File: src/rtl/mem_arbiter.sv
// Arbiter sharing one single-port memory between instruction fetch and data ports.
// Define MEM_ARB_RR_EN for round-robin arbitration; default is fixed data-first priority.
module mem_arbiter #(
  parameter int ADDR_W  = 32,
  parameter int DATA_W  = 32,
  parameter int MEM_LAT = 1
) (
  input  logic                  clk,
  input  logic                  rst,
  input  logic                  if_req_i,
  input  logic [ADDR_W-1:0]     if_addr_i,
  output logic                  if_gnt_o,
  output logic                  if_rvalid_o,
  output logic [DATA_W-1:0]     if_rdata_o,
  input  logic                  d_req_i,
  input  logic                  d_we_i,
  input  logic [ADDR_W-1:0]     d_addr_i,
  input  logic [DATA_W-1:0]     d_wdata_i,
  input  logic [DATA_W/8-1:0]   d_be_i,
  output logic                  d_gnt_o,
  output logic                  d_rvalid_o,
  output logic [DATA_W-1:0]     d_rdata_o,
  output logic                  mem_req_o,
  output logic                  mem_we_o,
  output logic [ADDR_W-1:0]     mem_addr_o,
  output logic [DATA_W-1:0]     mem_wdata_o,
  output logic [DATA_W/8-1:0]   mem_be_o,
  input  logic [DATA_W-1:0]     mem_rdata_i,
  output logic                  busy_o
);

  localparam int         BE_W     = DATA_W / 8;
  localparam logic [3:0] LAT_LAST = 4'(MEM_LAT - 1);

  typedef enum logic {IDLE, RD_WAIT} state_t;

  state_t              state;
  logic [3:0]          lat_cnt;
  logic                owner_d;
  logic                busy_reg;
  logic                if_rvalid_reg;
  logic                d_rvalid_reg;
  logic [DATA_W-1:0]   if_rdata_reg;
  logic [DATA_W-1:0]   d_rdata_reg;

  logic                arb_idle;
  logic                data_wins;
  logic                d_win;
  logic                if_win;
  logic                rd_grant;

`ifdef MEM_ARB_RR_EN
  logic last_gnt_d;  // 1 = data port was granted last
  assign data_wins = !last_gnt_d;
`else
  assign data_wins = 1'b1;
`endif

  // Grants are gated by rst so nothing is accepted while reset is held.
  assign arb_idle = (state == IDLE) && !rst;
  assign d_win    = arb_idle && d_req_i && (!if_req_i || data_wins);
  assign if_win   = arb_idle && if_req_i && !d_win;
  assign rd_grant = if_win || (d_win && !d_we_i);

  assign if_gnt_o    = if_win;
  assign d_gnt_o     = d_win;
  assign mem_req_o   = if_win || d_win;
  assign mem_we_o    = d_win && d_we_i;
  assign mem_addr_o  = d_win ? d_addr_i : if_addr_i;
  assign mem_wdata_o = d_wdata_i;
  assign mem_be_o    = d_win ? d_be_i : {BE_W{1'b1}};

  assign if_rvalid_o = if_rvalid_reg;
  assign if_rdata_o  = if_rdata_reg;
  assign d_rvalid_o  = d_rvalid_reg;
  assign d_rdata_o   = d_rdata_reg;
  assign busy_o      = busy_reg;

  always_ff @(posedge clk or posedge rst) begin
    if (rst) begin
      state         <= IDLE;
      lat_cnt       <= 4'd0;
      owner_d       <= 1'b0;
      busy_reg      <= 1'b0;
      if_rvalid_reg <= 1'b0;
      d_rvalid_reg  <= 1'b0;
      if_rdata_reg  <= '0;
      d_rdata_reg   <= '0;
`ifdef MEM_ARB_RR_EN
      last_gnt_d    <= 1'b0;
`endif
    end else begin
      if_rvalid_reg <= 1'b0;
      d_rvalid_reg  <= 1'b0;
`ifdef MEM_ARB_RR_EN
      if (if_win || d_win) begin
        last_gnt_d <= d_win;
      end
`endif
      if (state == IDLE) begin
        if (rd_grant) begin
          owner_d  <= d_win;
          lat_cnt  <= 4'd0;
          busy_reg <= 1'b1;
          state    <= RD_WAIT;
        end
      end else begin
        lat_cnt <= lat_cnt + 4'd1;
        // Memory data is valid this cycle; rvalid follows one cycle later.
        if (lat_cnt == LAT_LAST) begin
          if (owner_d) begin
            d_rdata_reg  <= mem_rdata_i;
            d_rvalid_reg <= 1'b1;
          end else begin
            if_rdata_reg  <= mem_rdata_i;
            if_rvalid_reg <= 1'b1;
          end
          busy_reg <= 1'b0;
          state    <= IDLE;
        end
      end
    end
  end

endmodule

File: config.mk
export PLATFORM = sky130hd
export DESIGN_NAME = mem_arbiter
export DESIGN_NICKNAME = d
export VERILOG_FILES = /design/src/rtl/mem_arbiter.sv
export SDC_FILE = /design/constraint.sdc
export NUM_CORES = 1
export LEC_CHECK = 0
export BUFFER_PORTS_ARGS = -buffer_cell sky130_fd_sc_hd__clkbuf_2
export CAP_MARGIN = 25
export CORE_AREA = 2 2 108 110
export CTS_BUF_LIST = sky130_fd_sc_hd__clkbuf_8 sky130_fd_sc_hd__clkbuf_16
export CTS_CLUSTER_SIZE = 12
export DETAILED_ROUTE_END_ITERATION = 8
export DIE_AREA = 0 0 110 112
export PLACE_DENSITY = 0.68
export REMOVE_ABC_BUFFERS = 1
export SLEW_MARGIN = 20
export SYNTH_ARGS = -nofsm -noshare
export SYNTH_HDL_FRONTEND = slang
export SYNTH_SLANG_ARGS = --single-unit
File: constraint.sdc
create_clock -name clk -period 2.8 [get_ports clk]
set_clock_uncertainty 0.2 [all_clocks]
set_input_delay 0.14 -clock clk [delete_from_list [all_inputs] [get_ports clk]]
set_output_delay 0.14 -clock clk [all_outputs]
set_load 0.01 [all_outputs]
==> results.py, run 1 <==
metrics = {
    "status": {
        "status": "complete, no violations",
    },
    "power_and_ir_drop": {
        "power_switching_w": 0.00172,
        "ir_drop_uv": 517,
        "p_per_area_nw_per_um2": 1010,
        "p_int_w": 0.00361,
        "p_clk_frac": 0.214,
        "p_leak_nw": 2.74,
        "p_sw_frac": 0.322,
        "combinationalPowerShare": 0.421,
        "pwr-share-seq": 0.365,
    },
    "sta": {
        "fin_crit_sh": 0.864,
        "drv_slew": 0,
        "setup_viol": 0,
        "slew_headroom": 0.560,
        "setup_slack_ns": 0.382,
        "hold-worst-slack_ns": 0.0800,
        "grt_setup_unrepaired": "false",
        "clock.fmax_mhz": 414,
        "finalCriticalPeriod_ns": 2.42,
        "finalHoldViolCount": 0,
        "worstMarginPinSlew_ns": 0.659,
    },
    "clocking": {
        "cts_buffer_depth": 2,
        "htree_levels": 3,
        "tritoncts": "done",
        "postCtsResizedCells": 0,
        "cts.sinks": 73,
        "clkSlewWorstSetupHoldPaths_ns": 0.05,
        "cts_buffers": 9,
        "clk_latency_ns": 0.32,
        "ctsHoldBuffers": 36,
        "cts_setup_buffers": 0,
        "cts_root_buf": "clkbuf_16",
    },
    "worst_setup_path": {
        "cp_max_fo": 39,
        "reg2reg_to": "d_rdata_o[16]$_DFFE_PP0P_",
        "rrSetupSlack_ns": 0.47,
        "slowest_delay_ns": 0.55,
        "cpMaxStageDelayCell": "dfrtp_1",
        "critPathTopFamily": "flip-flops",
        "reg2regPathDepth": 7,
        "cp.arrival_ns": 2.08,
        "cp_cell_sequence": "nor3b_4 > buf_4 > mux2_2 > clkbuf_2",
        "critPathLaunchType": "register",
        "cp-end-kind": "primary output",
        "rr_startpoint": "lat_cnt[0]$_DFFE_PP0P_",
        "required_ns": 2.46,
        "crit_buf_inv": 2,
        "critPathKind": "register to primary output",
    },
    "min_path": {
        "whs_endpoint": "mem_wdata_o[19]",
        "min_from": "d_wdata_i[19]",
        "whs_path_depth": 0,
        "holdCritPathClass": "input port to primary output",
    },
    "global_route": {
        "grt_pass1_vias": 3025,
        "grt_use_total": 0.177,
        "grt_pass1_wl_microns": 16100,
        "grt_max_degree": 74,
        "antenna_found_initial": 0,
        "grt_overflow": 0,
    },
    "floorplan": {
        "core_area_sq_um": 11200,
        "fp.dieArea_sq_um": 12300,
        "num_rows": 39,
        "die_h_microns": 112,
        "die_w_microns": 110,
        "pin_count": 276,
        "initial_core_util": 0.325,
    },
    "routing": {
        "wl_per_cell_microns": 17.6,
        "vias": 2809,
        "viasPerCell": 4.57,
        "antenna_left": 0,
        "drcViolationCount": 0,
        "drt_wl_total_microns": 10900,
        "drt_iter0_markers": 125,
        "drt-pass1-iter-count": 6,
    },
    "logic_synthesis": {
        "synth.avg_cell_area_sq_um": 14.6,
        "synth_warnings": 0,
        "yosysUniqueCellTypes": 30,
        "synth-seq-cells": 73,
        "yosysTopAreaCell": "dfrtp_1",
        "ys_seq_area_frac": 0.503,
        "synthCells": 249,
        "synth.area.top_cells": "dfrtp_1, mux2_2, mux2_4",
        "synth.top_cell.area_share": 0.503,
        "synth.cell_area_sq_um": 3630,
    },
    "layout": {
        "area_growth_syn_to_layout_pct": 45.4,
        "finish.utilization": 0.473,
        "diodes": 0,
        "fillers": 1001,
        "post_route_cells_drive_above_1_share": 0.708,
        "fin_nets": 607,
    },
    "flow_run": {
        "cap_violations": 0,
    },
    "place": {
        "port_buffers": 211,
        "dp_slack_ns": 0.470,
        "gp_congestion": 0.806,
        "hpwl_microns": 8240,
    },
}
power groups by stage:
stage / sequential, W / clock [W] / combinational [W]
finish: 0.00195 / 0.00114 / 0.00224
global route: 0.00201 / 0.00123 / 0.00244
CTS: 0.00194 / 0.00119 / 0.00228
detailed placement: 0.00195 / 0 / 0.00223
global placement: 0.00192 / 0 / 0.00214
floorplan: 0.00212 / 0 / 0.00111
worst max path at each step:
stage,from,cells after the start,slack (ns),end
2_1_floorplan,state$_DFF_PP0_,2,-0.11,mem_addr_o[0]
3_3_place_gp,lat_cnt[0]$_DFFE_PP0P_,5,0.35,d_rdata_o[31]$_DFFE_PP0P_
3_5_place_dp,lat_cnt[0]$_DFFE_PP0P_,7,0.47,d_rdata_o[16]$_DFFE_PP0P_
4_1_cts,state$_DFF_PP0_,4,0.37,mem_addr_o[26]
5_1_grt,state$_DFF_PP0_,4,0.27,mem_addr_o[9]
6_report,state$_DFF_PP0_,4,0.38,mem_addr_o[14]
sequential cells by signal, indices dropped and copies added (netlist names):
register / count
state: 1
if_rdata_o: 32
busy_o: 1
owner_d: 1
if_rvalid_o: 1
d_rdata_o: 32
lat_cnt: 4
d_rvalid_o: 1
routing by layer:
metal | GRT usage | vias up | share of wire
li1 | - | 1265 | -
met1 | 0.207 | 1332 | 0.39
met2 | 0.276 | 196 | 0.47
met3 | 0.0896 | 14 | 0.12
met4 | 0.0540 | 2 | 0.012
met5 | 0.0420 | - | 0.0045
cells in the final DEF, fill, tap and decap left out, types with 3 or more instances in the layout:
cell type	synthesis	final
clkbuf_2	0	211
dfrtp_1	73	73
mux2_2	67	67
dlygate4sd3_1	0	36
mux2_4	29	29
clkbuf_16	0	9
inv_1	5	6
nand2b_1	5	5
nor2_1	3	3
nand2_1	3	3
final cells by class:
class / instances / area [sq um] / share of cell area
clock inverter: 4 / 45.0 / 0.00853
sequential: 73 / 1830 / 0.346
multi-input combinational: 127 / 1440 / 0.273
timing repair buffer: 252 / 1520 / 0.288
clock buffer: 11 / 253 / 0.0479
inverter: 5 / 18.8 / 0.00355
tap: 143 / 179 / 0.0339
logic make-up after synthesis:
kind of cell | after synthesis | synth area share
muxes | 96 | 0.327
DFF | 73 | 0.503
buffers and inverters | 49 | 0.104
and+or+nand+nor | 21 | 0.0406
AOI/OAI and AO/OA | 6 | 0.0134
xor gates and xnor gates | 2 | 0.00482
adders and majority gates | 2 | 0.00689
synth_stat cells, drive strengths merged:
cell type / instances
buf: 44
inv: 5
nand4: 1
and2: 1
a21oi: 1
ha: 2
xor2: 1
nand4bb: 1
mux2: 96
nor3: 1
nor4b: 1
o31ai: 1
or2: 2
dfrtp: 73
xnor2: 1
nand2: 3
nor3b: 1
a2111oi: 1
nor2: 4
o21ai: 1
a21o: 2
nand2b: 5
or3b: 1
metrics by stage:
step	cell area (sq um)	setup TNS [ns]	cells	power, W
after global placement	4570	0	562	0.00407
after detailed placement	4620	0	564	0.00418
after global routing	5280	0	615	0.00568
after CTS	5280	0	615	0.00541
after floorplan	3270	-3.58	205	0.00323
final	5280	0	615	0.00533
(Power assumes the default switching activity.)
==> inputs of run 2 (changes only) <==
--- a/config.mk
+++ b/config.mk
@@ -13,6 +13,7 @@
 export DETAILED_ROUTE_END_ITERATION = 8
 export DIE_AREA = 0 0 110 112
 export PLACE_DENSITY = 0.68
+export RECOVER_POWER = 50
 export REMOVE_ABC_BUFFERS = 1
 export SLEW_MARGIN = 20
 export SYNTH_ARGS = -nofsm -noshare
==> results.py, run 2 (synthesis gave the netlist of run 1 again) <==
metrics = {
    "status": {
        "status": "finished with violations",
        "violations": "capacitance limit, slew limit",
    },
    "sta": {
        "setup_slack_ns": 0.385,
        "slew_headroom": -0.0827,
        "clock.fmax_mhz": 414,
        "finalHoldViolCount": 0,
        "worstMarginPinSlew_ns": 1.62,
        "finalCriticalPeriod_ns": 2.41,
        "drv_slew": 74,
        "fin_crit_sh": 0.862,
        "grt_setup_unrepaired": "false",
        "setup_viol": 0,
    },
    "place": {
        "port_buffers": 211,
        "dp_slack_ns": 0.470,
        "hpwl_microns": 8240,
        "gp_congestion": 0.806,
    },
    "layout": {
        "layout_commonest_cell": "clkbuf_2",
        "post_route_cells_drive_above_1_share": 0.627,
        "mostFrequentLayoutCells": "clkbuf_2, dfrtp_1, mux2_2",
        "diodes": 0,
        "fin_nets": 607,
        "area_growth_syn_to_layout_pct": 43.7,
        "finish.utilization": 0.467,
        "fillers": 1026,
    },
    "worst_setup_path": {
        "rrSetupSlack_ns": 0.47,
        "reg2regPathDepth": 7,
        "cp_max_fo": 39,
        "required_ns": 2.46,
        "reg2reg_to": "d_rdata_o[10]$_DFFE_PP0P_",
        "cp-end-kind": "primary output",
        "cp.arrival_ns": 2.07,
        "rr_startpoint": "lat_cnt[0]$_DFFE_PP0P_",
        "startpoint": "state$_DFF_PP0_",
        "critPathLaunchType": "register",
        "endpoint": "mem_addr_o[14]",
        "critPathKind": "register to primary output",
    },
    "power_and_ir_drop": {
        "combinationalPowerShare": 0.413,
        "p_per_area_nw_per_um2": 1010,
        "ir_drop_uv": 508,
        "pwr-share-seq": 0.369,
        "p_leak_nw": 2.62,
        "p_sw_frac": 0.327,
        "p_int_w": 0.00354,
        "p_clk_frac": 0.218,
        "power_switching_w": 0.00172,
    },
    "global_route": {
        "grt_pass1_wl_microns": 16100,
        "antenna_found_initial": 0,
        "grt_max_degree": 74,
        "grt_pass1_vias": 3025,
        "grt_overflow": 0,
        "grt_use_total": 0.177,
    },
    "routing": {
        "viasPerCell": 4.58,
        "wl_per_cell_microns": 17.7,
        "drt-pass1-iter-count": 4,
        "drt_wl_total_microns": 10900,
        "drt_iter0_markers": 124,
        "antenna_left": 0,
        "drcViolationCount": 0,
        "vias": 2819,
    },
    "floorplan": {
        "core_area_sq_um": 11200,
        "pin_count": 276,
        "fp.dieArea_sq_um": 12300,
        "die_h_microns": 112,
        "num_rows": 39,
        "initial_core_util": 0.325,
        "die_w_microns": 110,
    },
    "clocking": {
        "cts.sinks": 73,
        "cts_buffer_depth": 2,
        "cts_root_buf": "clkbuf_16",
        "htree_levels": 3,
        "clk_latency_ns": 0.32,
        "cts_buffers": 9,
        "postCtsResizedCells": 0,
        "clkSlewWorstSetupHoldPaths_ns": 0.05,
        "tritoncts": "done",
    },
    "min_path": {
        "whs_path_depth": 0,
        "holdCritPathClass": "input port to primary output",
    },
    "flow_run": {
        "cap_violations": 1,
    },
}
==> run 2: changes by cell type in the layout (fill, tap and decap cells not counted), sizes merged <==
cell    change
inv         -1
clkinv      +1
==> run 2: per-layer routing <==
metal  wire [microns]  up-vias  GRT usage
met1             4290     1344      0.207
met2             5080      194      0.276
met5               49        -     0.0420
li1                 -     1263          -
met4              149        2     0.0540
met3             1310       16     0.0896
==> run 2: final cells by class <==
| class | instances | area [sq um] | area share |
|---|---|---|---|
| inverters | 5 | 18.8 | 0.00360 |
| repair buffers | 252 | 1460 | 0.279 |
| well taps | 143 | 179 | 0.0343 |
| flip-flops and latches | 73 | 1830 | 0.350 |
| clock buffers | 11 | 253 | 0.0484 |
| clock inverters | 4 | 45.0 | 0.00863 |
| multi-input cells | 127 | 1440 | 0.276 |
==> run 2: power groups by stage <==
stage / registers, W / logic (W) / clock network (W)
final: 0.00194 / 0.00218 / 0.00115
after global routing: 0.00201 / 0.00237 / 0.00123
after CTS: 0.00194 / 0.00228 / 0.00119
after detailed placement: 0.00195 / 0.00223 / 0
after global placement: 0.00192 / 0.00214 / 0
after floorplan: 0.00212 / 0.00111 / 0
==> run 2: timing repair <==
item,CTS,global route
setup buffers,0,0
hold buffers,36,0
endpoints found under the hold margin,139,0
==> run 2: how the worst min path moves through the flow <==
stage / from / to
after floorplan: d_wdata_i[0] / mem_wdata_o[0]
after global placement: d_wdata_i[19] / mem_wdata_o[19]
after detailed placement: d_wdata_i[19] / mem_wdata_o[19]
after CTS: d_wdata_i[19] / mem_wdata_o[19]
after global routing: d_wdata_i[19] / mem_wdata_o[19]
final: d_wdata_i[19] / mem_wdata_o[19]
==> run 2: critical path, cell delays in order (launching register included) <==
cell and delay, ns:
dfrtp_1 0.55, nor3b_4 0.23, buf_4 0.41, mux2_2 0.41
clkbuf_2 0.13
==> run 2: through the flow <==
stage	hold WS (ns)	area, sq um	std cells	TNS, ns	power, W
floorplan	0.0800	3270	205	-3.58	0.00323
global placement	0.0801	4570	562	0	0.00407
detailed placement	0.0801	4620	564	0	0.00418
CTS	0.0801	5280	615	0	0.00541
global route	0.0801	5220	615	0	0.00560
finish	0.0800	5220	615	0	0.00527
==> inputs of run 3 (changes only) <==
--- a/config.mk
+++ b/config.mk
@@ -7,12 +7,12 @@
 export LEC_CHECK = 0
 export BUFFER_PORTS_ARGS = -buffer_cell sky130_fd_sc_hd__clkbuf_2
 export CAP_MARGIN = 25
-export CORE_AREA = 2 2 108 110
+export CORE_AREA = 2 2 107 109
 export CTS_BUF_LIST = sky130_fd_sc_hd__clkbuf_8 sky130_fd_sc_hd__clkbuf_16
 export CTS_CLUSTER_SIZE = 12
 export DETAILED_ROUTE_END_ITERATION = 8
-export DIE_AREA = 0 0 110 112
-export PLACE_DENSITY = 0.68
+export DIE_AREA = 0 0 109 111
+export PLACE_DENSITY = 0.71
 export RECOVER_POWER = 50
 export REMOVE_ABC_BUFFERS = 1
 export SLEW_MARGIN = 20
==> constraint.sdc (replaced) <==
create_clock -name clk -period 2.1 [get_ports clk]
set_clock_uncertainty 0.2 [all_clocks]
set_input_delay 0.105 -clock clk [delete_from_list [all_inputs] [get_ports clk]]
set_output_delay 0.105 -clock clk [all_outputs]
set_load 0.01 [all_outputs]
==> results.py, run 3 (synthesis gave the netlist of run 1 again) <==
metrics = {
    "worst_setup_path": {
        "cp.arrival_ns": 1.75,
        "cp_max_fo": 5,
        "cp-end-kind": "primary output",
        "critPathKind": "register to primary output",
        "required_ns": 1.79,
        "critPathLaunchType": "register",
    },
    "routing": {
        "wl_per_cell_microns": 16.8,
        "drt_iter0_markers": 91,
        "drt-pass1-iter-count": 4,
        "antenna_left": 0,
        "vias": 2813,
        "viasPerCell": 4.49,
        "drcViolationCount": 0,
        "drt_wl_total_microns": 10500,
    },
    "min_path": {
        "holdCritPathClass": "input port to primary output",
    },
    "sta": {
        "finalCriticalPeriod_ns": 2.05,
        "slew_headroom": 0.336,
        "fin_crit_sh": 0.976,
        "finalHoldViolCount": 0,
        "setup_viol": 0,
        "worstMarginPinSlew_ns": 0.996,
        "clock.fmax_mhz": 488,
        "grt_setup_unrepaired": "true",
        "drv_slew": 0,
        "setup_tns_ns": 0,
    },
    "clocking": {
        "cts_buffers": 9,
        "cts.sinks": 73,
        "cts_buffer_depth": 2,
        "cts_root_buf": "clkbuf_16",
        "htree_levels": 3,
        "clk_latency_ns": 0.32,
        "clkSlewWorstSetupHoldPaths_ns": 0.06,
        "tritoncts": "done",
    },
    "global_route": {
        "grt_max_degree": 74,
        "grt_pass1_vias": 2853,
        "grt_use_total": 0.166,
        "antenna_found_initial": 0,
        "grt_pass1_wl_microns": 15000,
        "grt_overflow": 0,
    },
    "layout": {
        "layout_commonest_cell": "clkbuf_2",
        "mostFrequentLayoutCells": "clkbuf_2, dfrtp_1, mux2_2",
        "fin_nets": 617,
        "area_growth_syn_to_layout_pct": 46.8,
        "post_route_cells_drive_above_1_share": 0.660,
        "finish.utilization": 0.481,
        "diodes": 0,
    },
    "place": {
        "gp_congestion": 0.762,
        "port_buffers": 211,
        "hpwl_microns": 7670,
    },
    "floorplan": {
        "fp.dieArea_sq_um": 12100,
        "initial_core_util": 0.328,
        "pin_count": 276,
        "core_area_sq_um": 11100,
        "die_h_microns": 111,
        "num_rows": 39,
        "die_w_microns": 109,
    },
    "power_and_ir_drop": {
        "p_per_area_nw_per_um2": 1310,
        "ir_drop_uv": 548,
        "p_leak_nw": 2.69,
    },
    "flow_run": {
        "cap_violations": 0,
    },
    "status": {
        "status": "complete, no violations",
    },
}
run 3: repair_timing:
action,in CTS,in global routing
hold endpoints to repair,138,0
hold buffers,35,0
resized for setup,3,1
pin swaps,1,1
setup buffers,2,3
endpoints found under the setup margin,13,29
gates cloned,1,3
run 3: worst paths after layout:
kind	from	end	slack (ns)	cells past startpoint
setup / recovery	state$_DFF_PP0_	mem_addr_o[9]	0.05	5
hold / removal	d_wdata_i[0]	mem_wdata_o[0]	0.01	0
setup reg to reg	state$_DFF_PP0_	owner_d$_DFFE_PP0P_	0.09	4
hold reg to reg	if_rdata_o[9]$_DFFE_PP0P_	if_rdata_o[9]$_DFFE_PP0P_	0.30	1
max in group asynchronous	rst	state$_DFF_PP0_	0.46	4
min in group asynchronous	rst	if_rdata_o[11]$_DFFE_PP0P_	0.57	4
run 3: layout make-up:
type,count,area [sq um]
Timing Repair Buffer,262,1590
Clock inverter,6,35.0
Fill cell,984,5740
Tap cell,143,179
Inverter,5,18.8
Clock buffer,10,239
Multi-Input combinational cell,127,1440
Sequential cell,73,1830
run 3: through the flow:
step	hold WS (ns)	worst slack (ns)	instances	cell area, sq um	total power, W
after global placement	0.0101	0.135	566	4620	0.00544
after detailed placement	0.0101	0.0670	566	4620	0.00556
after CTS	0.0101	0.0117	620	5300	0.00710
after floorplan	0.0100	-0.777	205	3270	0.00431
final	0.0101	0.0494	626	5330	0.00699
after global routing	0.0101	-0.00628	626	5330	0.00744
run 3: critical path, cell delays in order, from the launching register on:
cell and delay, ns:
dfrtp_2 0.43, nor3b_4 0.18, buf_6 0.18, clkbuf_16 0.16, mux2_2 0.34, clkbuf_2 0.13
run 3: routing by layer:
metal / vias up / part of all wire / GRT usage
li1: 1292 / - / -
met1: 1322 / 0.38 / 0.190
met2: 183 / 0.49 / 0.271
met3: 14 / 0.11 / 0.0800
met4: 2 / 0.015 / 0.0479
met5: - / 0.0045 / 0.0313
run 3: power by group:
group          total (W)  leakage (nW)  switching (W)  internal [W]
Combinational    0.00306          1.68        0.00133       0.00173
Clock            0.00138         0.139       0.000556      0.000822
Sequential       0.00255         0.869       0.000418       0.00213
